[src/rtl/profiler_pkg.sv]
// Shared definitions for the event-profiling counters: count-mode encoding
// and default sizing constants.
package profiler_pkg;

  typedef enum logic {
    MODE_EDGE  = 1'b0,
    MODE_LEVEL = 1'b1
  } cnt_mode_e;

  localparam int DEF_CNT_W    = 32;
  localparam int DEF_INTERVAL = 2000000;

endpackage

[src/rtl/event_counter_channel.sv]
// One event channel: edge/level detection, saturating or wrapping increment,
// sticky overflow flag. Exposes this cycle's post-increment value for snapshots.
module event_counter_channel
  import profiler_pkg::*;
#(
  parameter int CNT_W    = DEF_CNT_W,
  parameter int SATURATE = 1
) (
  input  logic             clk,
  input  logic             rst,
  input  logic             i_enable,
  input  cnt_mode_e        i_mode,
  input  logic             i_evt,
  input  logic             i_clear,
  output logic [CNT_W-1:0] o_snap_cnt,
  output logic             o_snap_ovf
);

  localparam logic [CNT_W-1:0] ONE = CNT_W'(1);

  logic             r_prev;
  logic [CNT_W-1:0] r_cnt;
  logic             r_ovf;

  logic             w_inc;
  logic             w_full;
  logic [CNT_W-1:0] w_cnt_nxt;
  logic             w_ovf_nxt;

  assign w_inc  = i_evt & ((i_mode == MODE_LEVEL) | ~r_prev);
  assign w_full = &r_cnt;

  always_comb begin
    w_cnt_nxt = r_cnt;
    if (w_inc) begin
      if (!w_full)             w_cnt_nxt = r_cnt + ONE;
      else if (SATURATE == 0)  w_cnt_nxt = '0;
    end
  end

  assign w_ovf_nxt  = r_ovf | (w_inc & w_full);
  assign o_snap_cnt = w_cnt_nxt;
  assign o_snap_ovf = w_ovf_nxt;

  // prev keeps tracking the raw strobe even on a clearing cycle so edges stay exact
  always_ff @(posedge clk) begin
    if (rst || !i_enable) begin
      r_prev <= 1'b0;
      r_cnt  <= '0;
      r_ovf  <= 1'b0;
    end else begin
      r_prev <= i_evt;
      if (i_clear) begin
        r_cnt <= '0;
        r_ovf <= 1'b0;
      end else begin
        r_cnt <= w_cnt_nxt;
        r_ovf <= w_ovf_nxt;
      end
    end
  end

endmodule

[src/rtl/multi_event_counter.sv]
// Multi-channel event profiler: per-channel live counters plus a periodic or
// on-demand snapshot of all counts and overflow flags.
module multi_event_counter
  import profiler_pkg::*;
#(
  parameter int NUM_CH        = 9,
  parameter int CNT_W         = DEF_CNT_W,
  parameter int INTERVAL      = DEF_INTERVAL,
  parameter int SATURATE      = 1,
  parameter int CLEAR_ON_SNAP = 1
) (
  input  logic                    clk,
  input  logic                    rst,
  input  logic                    enable,
  input  logic [NUM_CH-1:0]       mode,
  input  logic [NUM_CH-1:0]       events,
  input  logic                    snap_req,
  output logic [NUM_CH*CNT_W-1:0] counts_o,
  output logic [NUM_CH-1:0]       ovf_o,
  output logic                    snap_valid
);

  localparam int             IW   = $clog2(INTERVAL);
  localparam logic [IW-1:0]  TERM = IW'(INTERVAL - 1);

  logic [IW-1:0]                   r_int;
  logic                            w_term;
  logic                            w_trig;
  logic                            w_clear;
  logic [NUM_CH-1:0][CNT_W-1:0]    w_snap_cnt;
  logic [NUM_CH-1:0]               w_snap_ovf;

  assign w_term  = (r_int == TERM);
  assign w_trig  = enable & (w_term | snap_req);
  assign w_clear = w_trig & (CLEAR_ON_SNAP != 0);

  for (genvar k = 0; k < NUM_CH; k++) begin : g_ch
    event_counter_channel #(
      .CNT_W    (CNT_W),
      .SATURATE (SATURATE)
    ) u_ch (
      .clk        (clk),
      .rst        (rst),
      .i_enable   (enable),
      .i_mode     (cnt_mode_e'(mode[k])),
      .i_evt      (events[k]),
      .i_clear    (w_clear),
      .o_snap_cnt (w_snap_cnt[k]),
      .o_snap_ovf (w_snap_ovf[k])
    );
  end

  // Snapshot captures the channels' next values so a trigger-cycle event is kept
  always_ff @(posedge clk) begin
    if (rst) begin
      r_int      <= '0;
      counts_o   <= '0;
      ovf_o      <= '0;
      snap_valid <= 1'b0;
    end else if (!enable) begin
      r_int      <= '0;
      snap_valid <= 1'b0;
    end else begin
      snap_valid <= w_trig;
      if (w_trig) begin
        r_int    <= '0;
        counts_o <= w_snap_cnt;
        ovf_o    <= w_snap_ovf;
      end else begin
        r_int    <= r_int + IW'(1);
      end
    end
  end

endmodule

[config.mk]
export PLATFORM = sky130hd
export DESIGN_NAME = multi_event_counter
export DESIGN_NICKNAME = d
export VERILOG_FILES = /design/src/rtl/profiler_pkg.sv /design/src/rtl/event_counter_channel.sv /design/src/rtl/multi_event_counter.sv
export SDC_FILE = /design/constraint.sdc
export NUM_CORES = 1
export LEC_CHECK = 0
export ABC_AREA = 1
export BUFFER_PORTS_ARGS = -buffer_cell sky130_fd_sc_hd__buf_4
export CAP_MARGIN = 10
export CELL_PAD_IN_SITES_DETAIL_PLACEMENT = 1
export CELL_PAD_IN_SITES_GLOBAL_PLACEMENT = 1
export CORE_AREA = 8 8 227 447
export DETAILED_ROUTE_END_ITERATION = 8
export DIE_AREA = 0 0 235 455
export PLACE_DENSITY = 0.74
export SLEW_MARGIN = 20
export SYNTH_ARGS = -nofsm -noshare
export SYNTH_HDL_FRONTEND = slang
export SYNTH_SLANG_ARGS = --single-unit
[constraint.sdc]
create_clock -name clk -period 5.4 [get_ports clk]
set_input_delay 0.54 -clock clk [delete_from_list [all_inputs] [get_ports clk]]
set_output_delay 0.54 -clock clk [all_outputs]
set_load 0.05 [all_outputs]
# Yosys cells after proc, flatten, opt, wreduce, memory -nomap -nowiden

Index checks and enable logic that the tools add are counted.

Bitwise logic cells: 48
Reductions and logical operators: 15
$add $sub $neg: 10
Div/mod/pow operators: 0
Equality and inequality tests: 1
$lt $le $gt $ge: 0
Shift operators: 0
$mul: 0
Muxes and demuxes: 18

Operator list:

| operator                                                         | number |
|---|---|
| 32-bit 2-to-1 mux                                                | 18 |
| 32-bit by 1-bit adder with 32-bit output (second input constant) | 9 |
| 32-bit AND reduction                                             | 9 |
| 21-bit by 1-bit adder with 21-bit output (second input constant) | 1 |
| 21-bit equality test (second input constant)                     | 1 |
| 1-bit AND                                                        | 19 |
| 1-bit OR                                                         | 19 |
| 1-bit inverter                                                   | 10 |
| 2-bit OR reduction                                               | 2 |
| 3-bit OR reduction                                               | 1 |
| 2-bit AND reduction                                              | 1 |
| 1-bit logical NOT                                                | 1 |
| 1-bit logical OR                                                 | 1 |

Logic and storage cells: 123
Bits in read-only memories: 0
Memories: 0
Output and inout port bits: 298
Latch bits: 0
Flip-flop bits (word level): 625
RAM bits: 0

# Depth between registers and ports, before layout

Depth in word-level cells: 5
Mapped depth: 13

# Hierarchy

A second synthesis with hierarchy kept.

Cell total of the unflattened synthesis: 5879
Area total of the unflattened synthesis: 37443.4 µm²

Modules (own cells, without submodules):

| module                | area an instance (µm²) | cells an instance | times used | sequential area each (µm²) |
|---|---|---|---|---|
| event_counter_channel | 2568.7                 | 420               | 9          | 680.7 |
| multi_event_counter   | 14325.0                | 2099              | 1          | 6386.1 |

# Least setup slack after synthesis

OpenSTA, ideal clock, no wires.

Kind: reg2reg
Start: reg r_int[0]
End: reg g_ch[0].u_ch.r_cnt[24]
Required time: 5.283 ns
Path slack: 3.602 ns
Cell stages (with the launch flop): 13
Data arrival time: 1.681 ns
Period minus slack after synthesis: 1.798 ns
Cell sequence: dfxtp_1 > ha_1 > nand2_1 > nor2_4 > nand2_2 > nor2_4 > nand3_2 > nand2_4 > nor2_1 > inv_2 > buf_4 > buf_2 > nor2_1

Cells in the longest elaborated chain, start to end: 4

Ends and longest elaborated chain:

| element                             | RTL line                    | text |
|---|---|---|
| start: declaration                  | multi_event_counter.sv:26   | `logic [IW-1:0] r_int;` |
| start signal: assignment            | multi_event_counter.sv:70   | `r_int <= r_int + IW'(1);` |
| 21-bit equality test                | multi_event_counter.sv:33   | `assign w_term = (r_int == TERM);` |
| 1-bit OR                            | multi_event_counter.sv:34   | `assign w_trig = enable & (w_term \| snap_req);` |
| 1-bit AND                           | multi_event_counter.sv:34   |  |
| 2-bit OR reduction (no source line) | --                          |  |
| end signal: assignment              | event_counter_channel.sv:57 | `r_cnt <= w_cnt_nxt;` |
| end: declaration                    | event_counter_channel.sv:22 | `logic [CNT_W-1:0] r_cnt;` |

No other way between the ends.
A chain may end at the register's enable or synchronous reset.

# Worst setup path in the final report

Start: reg r_int[0]
End: reg counts_o[238]

Cells in the longest elaborated chain, start to end: 4

Ends and longest elaborated chain:

| element                              | RTL line                  | text |
|---|---|---|
| 21-bit equality test                 | multi_event_counter.sv:33 |  |
| 1-bit OR                             | multi_event_counter.sv:34 |  |
| 1-bit AND                            | multi_event_counter.sv:34 |  |
| 2-bit AND reduction (no source line) | --                        |  |
| end signal: assignment               | multi_event_counter.sv:67 | `counts_o <= w_snap_cnt;` |
| end: declaration                     | multi_event_counter.sv:18 | `output logic [NUM_CH*CNT_W-1:0] counts_o,` |

No other way between the ends.

==> metrics.cfg <==
[critical_path]
start_kind=flip-flop
path_delay_family=simple AND/OR/NAND/NOR gates
cp-end-kind=flip-flop
cp.required_ps=5960
cpPeakStageDelay_ps=580
path_buf_inv=1
worst_path_max_delay_cell=nand2_8
r2r_start=r_int[0]
worstSetupPathType=reg2reg
critPathLaunch=r_int[0]
crit_top_cell=nand2_1
cp_cell_sequence=ha_1, nand2_1, nor2_4, nand2_2, nor2_4, nand3_2, nand2_4, nand2_8, buf_12, nand2_1, nand2_1, a21oi_1
arrival_ps=3840
crit_path_max_fanout=121
r2r_setup_slack_ps=2120

[routing]
wire_per_inst_microns=17.0
drt_pass1_iterations=5
wirelength_microns=109000
vias=31600
drc_errors=0
drt.antenna.violating_nets=0
viasPerCell=4.93
drt_iter0_drc=1449

[power_and_ir_drop]
p_per_area_nw_per_um2=295
p_clk_share_pct=44.4
vdd_drop_max_mv=0.227
pwr-share-comb_pct=10.7
switching_share_pct=27.6
leakagePower_nw=15.4
pwr-share-seq_pct=44.8
internal_power_mw=7.82
p_sw_mw=2.98

[cts]
clock_latency_ps=650
cts_hold_buf=0
cts_tree=built
cts_buffer_depth=3
numCtsBuffers=60
h-tree-depth=2
clock_sinks=625
cts_root_buffer=clkbuf_16
cts_setup_buffers=0
cts-resized-gates=0
path_clk_slew_ps=70

[sta]
fmax_mhz=305
slew_headroom_pct=27.2
period_needed_ps=3280
fin_skew_ps=13.9
hold_violations=0
maxSlewViolCount=0
setup_viol=0
rsz0062_at_grt=false
fin_crit_sh_pct=60.7
worst_slack_ps=2120
finalSetupTns_ps=0
worst_pin_slew_ps=1090

[global_routing]
grt_util_met3_pct=3.87
grt_overflow=0
grt_pass1_wl_microns=176000
antenna_found_initial=0
grt_start_max_net_pins=156
met2_usage_pct=33.0
met1_usage_pct=26.1
busiest_layer=met2
grt_pass1_vias=32500
grtUsageTotal_pct=19.8

[layout]
drive_gt1_share_pct=9.32
finalNonFillerCells=6407
syn_to_final_growth_pct=17.0
n_antenna_cell=0
postLayoutCoreUtil_pct=38.2
n_fill_cell=12500
layout.nets=5168

[min_path]
min_from=events[8]
hold_path.class=in2reg

[yosys]
yosysUniqueCellTypes=33
synth_edf_count=0
post_synth.cell_area_avg_sq_um=6.35
synth_top_area_share_pct=40.1
synth_common_cells=nand2_1 (1519), nor2_1 (757), inv_1 (633)
synth_fp_nets=4950
synth_largest_area_cell=dfxtp_1
synth_cells=4918
synth-async-reset-ratio_pct=0
synth.most_common_cell=nand2_1
netlist_area_sq_um=31200
synthFlopType=dfxtp_1
synth-seq-cells=625
synth_area_leaders=dfxtp_1 (40%), nand2_1 (18%), nor2_1 (9.1%)
yosys_warnings=0
seq_area_frac_synth_pct=40.1

[floorplan]
ios=320
num_rows=161
dieArea_sq_um=107000
start_util_pct=32.6
die_x_microns=235
core_area_sq_um=95700
die_h_microns=455

[place]
pre_cts_ws_ps=2200
place_hpwl_microns=79300
dp_cells=6296
io_buffers=319
place_congestion=0.897

[flow_run]
drv_cap=0

[outcome]
outcome=finished clean

[per-stage QoR]
step / area (sq um) / power, mW / hold slack, ps
5_1_grt: 36600 / 11.2 / 117
2_1_floorplan: 31200 / 5.72 / 429
3_3_place_gp: 34400 / 6.10 / 438
3_5_place_dp: 34400 / 6.12 / 462
6_report: 36600 / 10.8 / 138
4_1_cts: 36600 / 11.0 / 81.2
[layout by cell type (no fill, tap or decap), types with 7 or more instances in the layout]
| cell type | synthesis | routed |
|---|---|---|
| clkinv_2 | 0 | 10 |
| o21bai_1 | 9 | 9 |
| bufinv_16 | 0 | 13 |
| dfxtp_1 | 625 | 625 |
| nand2_1 | 1519 | 1519 |
| clkinvlp_4 | 0 | 7 |
| or2_2 | 7 | 7 |
| nand4_1 | 113 | 113 |
| clkbuf_16 | 0 | 61 |
| a21oi_1 | 351 | 351 |
| nand3b_1 | 44 | 44 |
| a22oi_1 | 23 | 23 |
| xor2_1 | 12 | 12 |
| nor2_1 | 757 | 757 |
| buf_4 | 28 | 333 |
| ha_1 | 10 | 10 |
| nor3_1 | 60 | 60 |
| nand3_1 | 374 | 374 |
| a21o_1 | 36 | 36 |
| and2_1 | 13 | 13 |
| o21ai_0 | 47 | 47 |
| clkbuf_1 | 62 | 9 |
| buf_12 | 0 | 7 |
| nor2_2 | 15 | 15 |
| inv_1 | 633 | 633 |
| xnor2_1 | 23 | 23 |
| o21ai_1 | 40 | 40 |
| nand3_2 | 8 | 8 |
[cells by family (layout without fill, tap and decap cells)]
logic type / Yosys count / count (layout) / share of synthesized area, %
fa+ha+maj: 10 / 10 / 0.401
buf+inv: 823 / 1090 / 11.1
flops: 625 / 625 / 40.1
simple gates: 2918 / 2918 / 38.8
xor+xnor: 35 / 35 / 0.981
compound gates: 507 / 507 / 8.68
[per-layer routing]
| metal | wire length, microns | vias to the layer above | share of wire (%) |
|---|---|---|---|
| met5 | 0 | - | 0 |
| met4 | 2430 | 0 | 2.2 |
| met3 | 5670 | 124 | 5.2 |
| met2 | 49300 | 559 | 45 |
| met1 | 51900 | 15100 | 47 |
| li1 | - | 15800 | - |
[power by group through the flow]
| stage | Sequential (mW) | Combinational, mW | Clock [mW] |
|---|---|---|---|
| after CTS | 4.84 | 1.18 | 4.97 |
| after global placement | 4.94 | 1.16 | 0 |
| final | 4.84 | 1.16 | 4.80 |
| after global routing | 4.85 | 1.25 | 5.12 |
| after floorplan | 5.35 | 0.372 | 0 |
| after detailed placement | 4.94 | 1.18 | 0 |
[layout make-up]
cell class	instances	area [sq um]	area share [%]
clock buffer	76	1640	4.49
clock inverter	35	539	1.47
sequential	625	12500	34.2
timing repair buffer	340	2640	7.22
multi-input combinational	3470	15300	41.8
inverter	639	2410	6.60
tap	1222	1530	4.18
[registers in the layout (all words and copies together) (netlist names)]
| signal | count |
|---|---|
| r_int | 21 |
| g_ch.u_ch.r_prev | 9 |
| g_ch.u_ch.r_ovf | 9 |
| g_ch.u_ch.r_cnt | 288 |
| snap_valid | 1 |
| ovf_o | 9 |
| counts_o | 288 |
[final timing paths]
path,endpoint,cells after the start
setup / recovery,counts_o[238],12
hold / removal,g_ch[8].u_ch.r_prev,3
setup reg to reg,counts_o[238],12
hold reg to reg,ovf_o[8],2
[worst min-delay path, delay by kind of cell]
kind	cells	cell delay, ps
buffers and inverters	2	170
and+or+nand+nor	1	40
(Power assumes the default switching activity.)
